## src/rtl/ps2_host_if.sv

```systemverilog
// rtl/ps2_host_if.sv - LED-request and receive-side signals between the PS/2 host controller and its client.
interface ps2_host_if;
  logic       led_req;
  logic [2:0] led_bits;
  logic [7:0] rx_byte;
  logic       rx_valid;
  logic       frame_err;
  logic       busy;
  logic       done;
  logic       err;

  modport master (
    output led_req, led_bits,
    input  rx_byte, rx_valid, frame_err, busy, done, err
  );

  modport slave (
    input  led_req, led_bits,
    output rx_byte, rx_valid, frame_err, busy, done, err
  );
endinterface

```

## src/rtl/ps2_host_ctrl.sv

```systemverilog
// rtl/ps2_host_ctrl.sv - PS/2 keyboard host: frame receiver plus LED-set (0xED, bits) transmitter.
// Open-drain pads are built above this block; *_oe = 1 pulls the line low.
module ps2_host_ctrl #(
  parameter int INHIBIT_CYC = 5000,
  parameter int TIMEOUT_CYC = 1000000,
  parameter int MAX_RETRY   = 2
) (
  input  logic       clk,
  input  logic       clrn,
  input  logic       ps2_clk_i,
  input  logic       ps2_data_i,
  output logic       ps2_clk_oe,
  output logic       ps2_data_oe,
  ps2_host_if.slave  host
);
  localparam int IW = $clog2(INHIBIT_CYC + 1);
  localparam int TW = $clog2(TIMEOUT_CYC + 1);
  localparam int RW = $clog2(MAX_RETRY + 2);

  typedef enum logic [2:0] {
    S_IDLE, S_INHIBIT, S_RTS, S_TX_BITS, S_TX_ACK, S_WAIT_RESP
  } state_e;

  state_e        state_q, state_d;
  logic [2:0]    clk_sync_q, clk_sync_d;
  logic [1:0]    data_sync_q, data_sync_d;
  logic [IW-1:0] inh_q, inh_d;
  logic [TW-1:0] tmo_q, tmo_d;
  logic [3:0]    rx_cnt_q, rx_cnt_d;
  logic [9:0]    rx_sh_q, rx_sh_d;
  logic [3:0]    tx_cnt_q, tx_cnt_d;
  logic          dout_q, dout_d;
  logic [RW-1:0] retry_q, retry_d;
  logic          byte_sel_q, byte_sel_d;
  logic [2:0]    led_q, led_d;
  logic          pending_q, pending_d;
  logic [7:0]    rx_byte_q, rx_byte_d;
  logic          rx_valid_q, rx_valid_d;
  logic          frame_err_q, frame_err_d;
  logic          done_q, done_d;
  logic          err_q, err_d;

  logic       fall, data_s, rx_active, timeout, start, frame_end, frame_good;
  logic [7:0] tx_byte, rx_data;

  assign clk_sync_d  = {clk_sync_q[1:0], ps2_clk_i};
  assign data_sync_d = {data_sync_q[0], ps2_data_i};
  assign fall        = clk_sync_q[2] & ~clk_sync_q[1];
  assign data_s      = data_sync_q[1];
  assign tx_byte     = byte_sel_q ? {5'b0, led_q} : 8'hED;
  assign rx_data     = rx_sh_q[8:1];
  assign rx_active   = (state_q == S_IDLE) || (state_q == S_WAIT_RESP);
  assign timeout     = (tmo_q == TW'(TIMEOUT_CYC - 1)) && !fall;
  assign start       = (state_q == S_IDLE) && (host.led_req || pending_q) && (rx_cnt_q == 4'd0);
  assign frame_end   = rx_active && fall && (rx_cnt_q == 4'd10);
  // rx_sh holds {parity, d7..d0, start}; data_s is the stop bit on the final fall
  assign frame_good  = ~rx_sh_q[0] & data_s & (^rx_sh_q[9:1]);

  always_ff @(posedge clk or negedge clrn) begin
    if (!clrn) begin
      state_q     <= S_IDLE;
      clk_sync_q  <= 3'b111;
      data_sync_q <= 2'b11;
      inh_q       <= '0;
      tmo_q       <= '0;
      rx_cnt_q    <= '0;
      rx_sh_q     <= '0;
      tx_cnt_q    <= '0;
      dout_q      <= 1'b0;
      retry_q     <= '0;
      byte_sel_q  <= 1'b0;
      led_q       <= '0;
      pending_q   <= 1'b0;
      rx_byte_q   <= '0;
      rx_valid_q  <= 1'b0;
      frame_err_q <= 1'b0;
      done_q      <= 1'b0;
      err_q       <= 1'b0;
    end else begin
      state_q     <= state_d;
      clk_sync_q  <= clk_sync_d;
      data_sync_q <= data_sync_d;
      inh_q       <= inh_d;
      tmo_q       <= tmo_d;
      rx_cnt_q    <= rx_cnt_d;
      rx_sh_q     <= rx_sh_d;
      tx_cnt_q    <= tx_cnt_d;
      dout_q      <= dout_d;
      retry_q     <= retry_d;
      byte_sel_q  <= byte_sel_d;
      led_q       <= led_d;
      pending_q   <= pending_d;
      rx_byte_q   <= rx_byte_d;
      rx_valid_q  <= rx_valid_d;
      frame_err_q <= frame_err_d;
      done_q      <= done_d;
      err_q       <= err_d;
    end
  end

  always_comb begin
    state_d     = state_q;
    inh_d       = inh_q;
    tmo_d       = tmo_q;
    rx_cnt_d    = rx_cnt_q;
    rx_sh_d     = rx_sh_q;
    tx_cnt_d    = tx_cnt_q;
    dout_d      = dout_q;
    retry_d     = retry_q;
    byte_sel_d  = byte_sel_q;
    led_d       = led_q;
    pending_d   = pending_q;
    rx_byte_d   = rx_byte_q;
    rx_valid_d  = 1'b0;
    frame_err_d = 1'b0;
    done_d      = 1'b0;
    err_d       = 1'b0;

    if (!rx_active) begin
      rx_cnt_d = 4'd0;
    end else if (fall) begin
      if (rx_cnt_q == 4'd10) begin
        rx_cnt_d = 4'd0;
      end else begin
        rx_cnt_d = rx_cnt_q + 4'd1;
        rx_sh_d  = {data_s, rx_sh_q[9:1]};
      end
    end else if (timeout) begin
      rx_cnt_d = 4'd0;
    end
    if (frame_end && !frame_good) frame_err_d = 1'b1;

    if (start)             pending_d = 1'b0;
    else if (host.led_req) pending_d = 1'b1;

    unique case (state_q)
      S_IDLE: begin
        if (frame_end && frame_good) begin
          rx_byte_d  = rx_data;
          rx_valid_d = 1'b1;
        end
        if (start) begin
          state_d    = S_INHIBIT;
          inh_d      = '0;
          led_d      = host.led_bits;
          byte_sel_d = 1'b0;
          retry_d    = '0;
        end
      end
      S_INHIBIT: begin
        if (inh_q == IW'(INHIBIT_CYC - 1)) state_d = S_RTS;
        else                               inh_d   = inh_q + IW'(1);
      end
      S_RTS: begin
        if (fall) begin
          state_d  = S_TX_BITS;
          tx_cnt_d = 4'd1;
          dout_d   = ~tx_byte[0];
        end else if (timeout) begin
          state_d = S_IDLE;
          err_d   = 1'b1;
        end
      end
      S_TX_BITS: begin
        if (fall) begin
          tx_cnt_d = tx_cnt_q + 4'd1;
          if (tx_cnt_q < 4'd8) begin
            dout_d = ~tx_byte[tx_cnt_q[2:0]];
          end else if (tx_cnt_q == 4'd8) begin
            dout_d = ^tx_byte;  // odd parity bit is ~^byte, driven inverted
          end else begin
            dout_d  = 1'b0;
            state_d = S_TX_ACK;
          end
        end else if (timeout) begin
          state_d = S_IDLE;
          err_d   = 1'b1;
        end
      end
      S_TX_ACK: begin
        if (fall) begin
          state_d = data_s ? S_IDLE : S_WAIT_RESP;
          err_d   = data_s;
        end else if (timeout) begin
          state_d = S_IDLE;
          err_d   = 1'b1;
        end
      end
      S_WAIT_RESP: begin
        if (frame_end && frame_good) begin
          if (rx_data == 8'hFA) begin
            if (!byte_sel_q) begin
              byte_sel_d = 1'b1;
              retry_d    = '0;
              inh_d      = '0;
              state_d    = S_INHIBIT;
            end else begin
              done_d  = 1'b1;
              state_d = S_IDLE;
            end
          end else if (rx_data == 8'hFE) begin
            if (retry_q < RW'(MAX_RETRY)) begin
              retry_d = retry_q + RW'(1);
              inh_d   = '0;
              state_d = S_INHIBIT;
            end else begin
              err_d   = 1'b1;
              state_d = S_IDLE;
            end
          end else begin
            rx_byte_d  = rx_data;
            rx_valid_d = 1'b1;
          end
        end else if (timeout) begin
          state_d = S_IDLE;
          err_d   = 1'b1;
        end
      end
      default: state_d = S_IDLE;
    endcase

    // one timer serves both the RX resync and the TX abort
    if (fall || (state_d != state_q))        tmo_d = '0;
    else if (tmo_q != TW'(TIMEOUT_CYC - 1))  tmo_d = tmo_q + TW'(1);
  end

  always_comb begin
    ps2_clk_oe  = 1'b0;
    ps2_data_oe = 1'b0;
    unique case (state_q)
      S_INHIBIT: begin
        ps2_clk_oe  = 1'b1;
        ps2_data_oe = (inh_q == IW'(INHIBIT_CYC - 1));
      end
      S_RTS:     ps2_data_oe = 1'b1;
      S_TX_BITS: ps2_data_oe = dout_q;
      default: ;
    endcase
  end

  assign host.rx_byte   = rx_byte_q;
  assign host.rx_valid  = rx_valid_q;
  assign host.frame_err = frame_err_q;
  assign host.busy      = (state_q != S_IDLE) || pending_q;
  assign host.done      = done_q;
  assign host.err       = err_q;
endmodule

```

## src/flat_wrapper.sv

```systemverilog
// flat-port wrapper written by rule: the top's interface ports become plain ports
module ps2_host_ctrl_flat 
#(
  parameter int INHIBIT_CYC = 5000,
  parameter int TIMEOUT_CYC = 1000000,
  parameter int MAX_RETRY   = 2
)
  (clk, clrn, ps2_clk_i, ps2_data_i, ps2_clk_oe, ps2_data_oe, host_led_req, host_led_bits, host_rx_byte, host_rx_valid, host_frame_err, host_busy, host_done, host_err);
  ps2_host_if host_i ();
  input  logic clk;
  input  logic clrn;
  input  logic ps2_clk_i;
  input  logic ps2_data_i;
  output logic ps2_clk_oe;
  output logic ps2_data_oe;
  input wire logic [$bits(host_i.led_req)-1:0] host_led_req;
  input wire logic [$bits(host_i.led_bits)-1:0] host_led_bits;
  output wire logic [$bits(host_i.rx_byte)-1:0] host_rx_byte;
  output wire logic [$bits(host_i.rx_valid)-1:0] host_rx_valid;
  output wire logic [$bits(host_i.frame_err)-1:0] host_frame_err;
  output wire logic [$bits(host_i.busy)-1:0] host_busy;
  output wire logic [$bits(host_i.done)-1:0] host_done;
  output wire logic [$bits(host_i.err)-1:0] host_err;
  assign host_i.led_req = host_led_req;
  assign host_i.led_bits = host_led_bits;
  assign host_rx_byte = host_i.rx_byte;
  assign host_rx_valid = host_i.rx_valid;
  assign host_frame_err = host_i.frame_err;
  assign host_busy = host_i.busy;
  assign host_done = host_i.done;
  assign host_err = host_i.err;
  ps2_host_ctrl #(.INHIBIT_CYC(INHIBIT_CYC), .TIMEOUT_CYC(TIMEOUT_CYC), .MAX_RETRY(MAX_RETRY)) u_core (.clk(clk), .clrn(clrn), .ps2_clk_i(ps2_clk_i), .ps2_data_i(ps2_data_i), .ps2_clk_oe(ps2_clk_oe), .ps2_data_oe(ps2_data_oe), .host(host_i));
endmodule
```

## config.mk

```make
export PLATFORM = sky130hd
export DESIGN_NAME = ps2_host_ctrl_flat
export DESIGN_NICKNAME = d
export VERILOG_FILES = /design/src/rtl/ps2_host_if.sv /design/src/rtl/ps2_host_ctrl.sv /design/src/flat_wrapper.sv
export SDC_FILE = /design/constraint.sdc
export NUM_CORES = 1
export LEC_CHECK = 0
export BUFFER_PORTS_ARGS = -buffer_cell sky130_fd_sc_hd__buf_4
export CAP_MARGIN = 15
export CORE_ASPECT_RATIO = 1.75
export CORE_UTILIZATION = 35
export CTS_CLUSTER_SIZE = 12
export DETAILED_ROUTE_END_ITERATION = 6
export SETUP_SLACK_MARGIN = 0.5
export SYNTH_ARGS = -nofsm -noshare
export SYNTH_HDL_FRONTEND = slang
export SYNTH_SLANG_ARGS = --single-unit
```

## constraint.sdc

```tcl
create_clock -name clk -period 2.7 [get_ports clk]
set_clock_uncertainty 0.05 [all_clocks]
set_input_delay 0.27 -clock clk [delete_from_list [all_inputs] [get_ports clk]]
set_output_delay 0.27 -clock clk [all_outputs]
set_load 0.1 [all_outputs]
```

-- After elaboration in Yosys (flattened, before gate mapping)
Index checks and enable logic that the tools add are counted.
- bits in registers: 79
- input bits: 8
- output and inout port bits: 15
- word-level logic and storage cells: 169
- $add $sub $neg: 5
- order comparisons: 3
- equal/unequal tests: 26
- muxes and demuxes: 78
- bitwise operators: 8
- reductions and logical operators: 31
- operators by type and width (kind ; number):
    $mux W13 ; 7
    $mux W20 ; 2
    $mux W8 ; 5
    $pmux W13 S3 ; 1
    $mux W3 ; 12
    $mux W1 ; 29
    $mux W4 ; 6
    $add A20 B1 Y20 const B ; 1
    $eq A20 B20 Y1 const B ; 1
    $ne A20 B20 Y1 const B ; 1
    $pmux W3 S6 ; 1
    $eq A8 B8 Y1 const B ; 2
    $pmux W8 S2 ; 1
    $add A13 B1 Y13 const B ; 1
    $eq A13 B13 Y1 const B ; 1
    $mux W2 ; 6
    $ne A2 B2 Y1 const B ; 6
    $ne A3 B3 Y1 const B ; 3
    $reduce_xor A9 Y1 ; 1
    $add A4 B1 Y4 const B ; 2
    $eq A4 B4 Y1 const B ; 2
    $pmux W4 S2 ; 1
    $reduce_bool A2 Y1 ; 4
    $reduce_xor A8 Y1 ; 1
    other kinds (29) ; 54

-- Longest topological paths before layout
- depth after elaboration: 10
- mapped depth: 10
- mapped depth without buffers: 8

-- Worst setup path after synthesis
Ideal clock, no wire load.
- kind: register to output
- from: register u_core.state_q[1]
- to: output ps2_data_oe
- arrival time: 3.078 ns
- data required time: 2.380 ns
- setup slack: -0.698 ns
- cell stages (with the launch flop): 8
- buffers on the path: 2
- cell sequence: dfrtp_1 > clkbuf_1 > nor2_1 > nand2_1 > inv_1 > clkbuf_1 > nand2_1 > o21ai_0
- cells in the longest elaborated chain, start to end: 2
- elaborated cells on any way between the ends: 4
- those cells by class: eq/ne (3); mux (1)
- ends and longest elaborated chain (what ; RTL line ; text):
    start, declared ; ps2_host_ctrl.sv:24 ; state_e state_q, state_d;
    start signal, assigned ; ps2_host_ctrl.sv:80 ; state_q <= state_d;
    $eq A3 B2 Y1 / $eq A3 B1 Y1 (equally long branches) ; ps2_host_ctrl.sv:230 ; unique case (state_q)
    $pmux W1 S3 * ; ps2_host_ctrl.sv:230 ;
    end, declared ; flat_wrapper.sv:15 ; output logic ps2_data_oe;
Mark *: on every way between the ends. The rest lies on a longest branch, timed or not.

-- Worst setup path after layout
- from: register u_core.rx_sh_q[6]
- to: register u_core.rx_byte_q[4] (netlist: u_core.host.rx_byte[4])
- cells in the longest elaborated chain, start to end: 5
- elaborated cells on any way between the ends: 10
- those cells by class: eq/ne (6); bitwise (1); reduce/logical (3)
- ends and longest elaborated chain (what ; RTL line ; text):
    start, declared ; ps2_host_ctrl.sv:30 ; logic [9:0] rx_sh_q, rx_sh_d;
    start signal, assigned ; ps2_host_ctrl.sv:86 ; rx_sh_q <= rx_sh_d;
    $reduce_xor A9 Y1 ; ps2_host_ctrl.sv:57 ; assign frame_good = ~rx_sh_q[0] & data_s & (^rx_sh_q[9:1]);
    $and A1 B1 Y1 ; ps2_host_ctrl.sv:57 ;
    $logic_and A1 B1 Y1 ; ps2_host_ctrl.sv:138, ps2_host_ctrl.sv:190 ;
    $ne A2 B2 Y1 (no line) ; n/a ;
    $reduce_and A5 Y1 (no line) * ; n/a ;
    end signal, assigned ; ps2_host_ctrl.sv:93 ; rx_byte_q <= rx_byte_d;
    end, declared ; ps2_host_ctrl.sv:37 ; logic [7:0] rx_byte_q, rx_byte_d;
Marks and branches as above.
A chain may end at the register's enable or synchronous reset.

==> flow_summary.yaml <==
outcome:
  status: "finished, violations left"
  violations: "DRC"
yosys:
  async_reset_ff_share_pct: 100
  ys_types: 63
  synth_edf_count: 0
  seq_area_frac_synth_pct: 47.6
  synthFlopType: "dfrtp_1"
  ys_warn_count: 0
  ys_ff_latch: 79
  synthesis.nets: 442
  synth_top_area_share_pct: 44.5
  synthCells: 423
  synthTopCellsByArea: "dfrtp_1 44%, nand2_1 5.0%, mux2_2 4.6%"
  synth_top_area_cell: "dfrtp_1"
  synth_area_sq_um: 4160
  syn_area_per_cell_sq_um: 9.84
floorplanning:
  initial_core_util_pct: 35.9
  core_sq_um: 11600
  die_x_um: 84.4
  dieArea_sq_um: 12400
  num_rows: 52
  pin_count: 23
  die_h_um: 146
route:
  vias_per_cell: 5.48
  via_count: 3456
  finalWirelength_um: 10400
  drt-pass1-iter-count: 7
  wl_per_cell_um: 16.4
  drt_iter0_drc: 199
  ant_nets: 0
  route.detailed.drc: 2
place:
  port_buffers: 22
  placedInstanceArea_sq_um: 4600
  place_hpwl_um: 6660
  gp_congestion: 0.849
  dp_slack_ns: 0.110
power_and_ir_drop:
  leakage_nw: 2.47
  worst_ir_drop_vdd_mv: 0.354
  power_mw: 2.76
  powerDensity_nw_per_um2: 503
worst_setup_path:
  r2r_cells: 8
  r2r_end: "u_core.host.rx_byte[4]"
  timing_worst_setup_path_type: "reg2reg"
  crit_path_max_incr_delay_ns: 0.45
  crit_path_frequent_cell: "buf_6"
  required_ns: 2.87
  crit_path_end: "u_core.host.rx_byte[4]"
  end_kind: "flip-flop"
  crit_chain: "ha_4 > xnor3_2 > xnor2_4 > nor3_4 > buf_6 > o21a_4 > buf_6 > mux2_4"
  r2r_slack_ns: 0.17
  r2r-start: "u_core.rx_sh_q[6]"
  start_kind: "flip-flop"
  critPathLaunch: "u_core.rx_sh_q[6]"
  slowest_stage: "xnor3_2"
  worstPathMaxFanout: 5
  crit_arrival_ns: 2.70
cts:
  cts_max_level: 3
  cts.clk_slew.worst_paths_ns: 0.06
  clockRootBuffer: "clkbuf_16"
  clock_latency_ns: 0.34
  cts_buffers: 9
  cts_buffer_depth: 2
  cts_tree: "done"
  cts.sinks: 79
sta:
  slew_headroom_pct: 29.7
  final_max_slew_viol_count: 0
  hold_viol: 0
  worst_slack_ns: 0.166
  fmax_mhz: 395
  tightestPinTransition_ns: 1.05
  setup_viol: 0
  timing.final.crit_share_pct: 93.8
  fin_crit_ns: 2.53
  finalSetupTns_ns: 0
  rsz0062_at_grt: "true"
cells_and_area:
  antenna_cells_inserted: 0
  area_growth_pct: 31.7
  layout.nets: 510
  utilization_pct: 47.3
  layout-drive-gt1-share_pct: 30.8
  design_area_sq_um: 5480
grt:
  overflow: 0
  antenna_found_initial: 0
  grt_first_pass_wirelength_um: 16700
  grt.total_usage_pct: 17.3
  grt_pass1_vias: 3468
  grt_max_degree: 80
run:
  maxCapViolCount: 0
min_path:
  hold_class: "in2async"
==> state kept, by name (all words and copies together) (netlist names), 4 cells and up <==
| signal | cells |
|---|---|
| u_core.tmo_q | 20 |
| u_core.host.rx_byte | 8 |
| u_core.inh_q | 13 |
| u_core.tx_cnt_q | 4 |
| u_core.rx_cnt_q | 4 |
| u_core.rx_sh_q | 10 |
==> cells in the mapped netlist (4+ instances only) <==
cell / instances
nand2_1: 55
nor2b_1: 6
ha_1: 11
o31ai_1: 5
dfstp_2: 5
inv_1: 8
nand4_1: 8
and3_1: 16
dfrtp_1: 74
a22o_1: 4
mux2_2: 17
a21oi_1: 9
xnor2_1: 8
a31oi_1: 6
clkbuf_1: 9
nand2b_1: 7
nor3_1: 11
nand3_1: 13
and2_1: 4
mux2i_1: 4
o21ai_0: 34
xor2_1: 11
nor2_1: 46
==> worst min-delay path by stage <==
stage / end / from / slack, ns / depth (start not counted)
final: u_core.tx_cnt_q[0] / clrn / 0.07 / 1
after global routing: u_core.led_q[2] / host_led_bits[2] / 0.1 / 3
after CTS: u_core.led_q[0] / host_led_bits[0] / 0.09 / 3
after detailed placement: u_core.data_sync_q[1] / u_core.data_sync_q[0] / 0.30 / 0
after global placement: u_core.data_sync_q[1] / u_core.data_sync_q[0] / 0.30 / 0
after floorplan: u_core.byte_sel_q / clrn / -0.08 / 0
==> per-stage QoR <==
stage / cells / hold WS [ns]
after global routing: 631 / 0.0955
after detailed placement: 586 / 0.297
after global placement: 586 / 0.297
after floorplan: 423 / -0.0756
after CTS: 616 / 0.0885
final: 631 / 0.0651
==> timing repair <==
item                       in CTS  in global routing
cloned                          2                  0
hold buffers                    2                  0
gates resized for setup        33                 46
hold endpoints to repair        2                  0
buffers inserted               10                 15
pin swaps                       5                 22
setup endpoints to repair      45                 59
==> power breakdown <==
part           internal [mW]  switching [mW]  total, mW
logic                 0.0420          0.0606      0.103
registers               1.21          0.0239       1.24
clock network          0.929           0.489       1.42
total                   2.18           0.573       2.76
==> logic make-up (layout without fill, tap and decap cells) <==
logic type,after synthesis,in the layout,synth area share [%]
simple gates,191,191,23.6
flops,79,79,47.6
compound gates,76,77,11.7
buf+inv,23,95,2.61
xor+xnor,22,22,5.62
mux,21,21,5.56
fa+ha+maj,11,11,3.31
==> critical path, delay by kind of cell, from the launching register on <==
kind                     cells  cell delay (ns)
AO/OA/AOI/OAI                1             0.13
XOR/XNOR                     2             0.62
buffers and inverters        2             0.29
flip-flops                   1             0.42
adder cells (fa/ha/maj)      1             0.28
AND/OR/NAND/NOR              1             0.31
multiplexers                 1             0.30
==> layer usage <==
| metal | up-vias | wire (um) | track usage (%) | part of all wire [%] |
|---|---|---|---|---|
| met3 | 25 | 285 | 3.22 | 2.8 |
| li1 | 1631 | - | - | - |
| met4 | 0 | 384 | 9.49 | 3.7 |
| met5 | - | 0 | 0 | 0 |
| met2 | 81 | 5690 | 31.2 | 55 |
| met1 | 1719 | 4000 | 18.8 | 39 |
==> cell usage in the layout (no fill, tap or decap), types with 7 or more instances in the layout <==
cell type	count
xnor2_1	8
buf_4	59
o21ai_0	13
mux2_2	9
mux2_4	8
xor2_1	11
nand3_1	13
nor3_1	10
nand4_1	8
nand2b_1	7
nand2_1	54
nor2_1	43
o21ai_1	17
dfrtp_1	73
ha_1	8
and3_1	15
clkbuf_16	9
==> cell type report <==
cell class / count / area (sq um)
repair buffers: 71 / 611
clock buffers: 11 / 243
fillers: 1075 / 6100
inverters: 8 / 30.0
flip-flops and latches: 79 / 1980
clock inverters: 5 / 105
well taps: 135 / 169
multi-input cells: 322 / 2340
(Power assumes the default switching activity.)
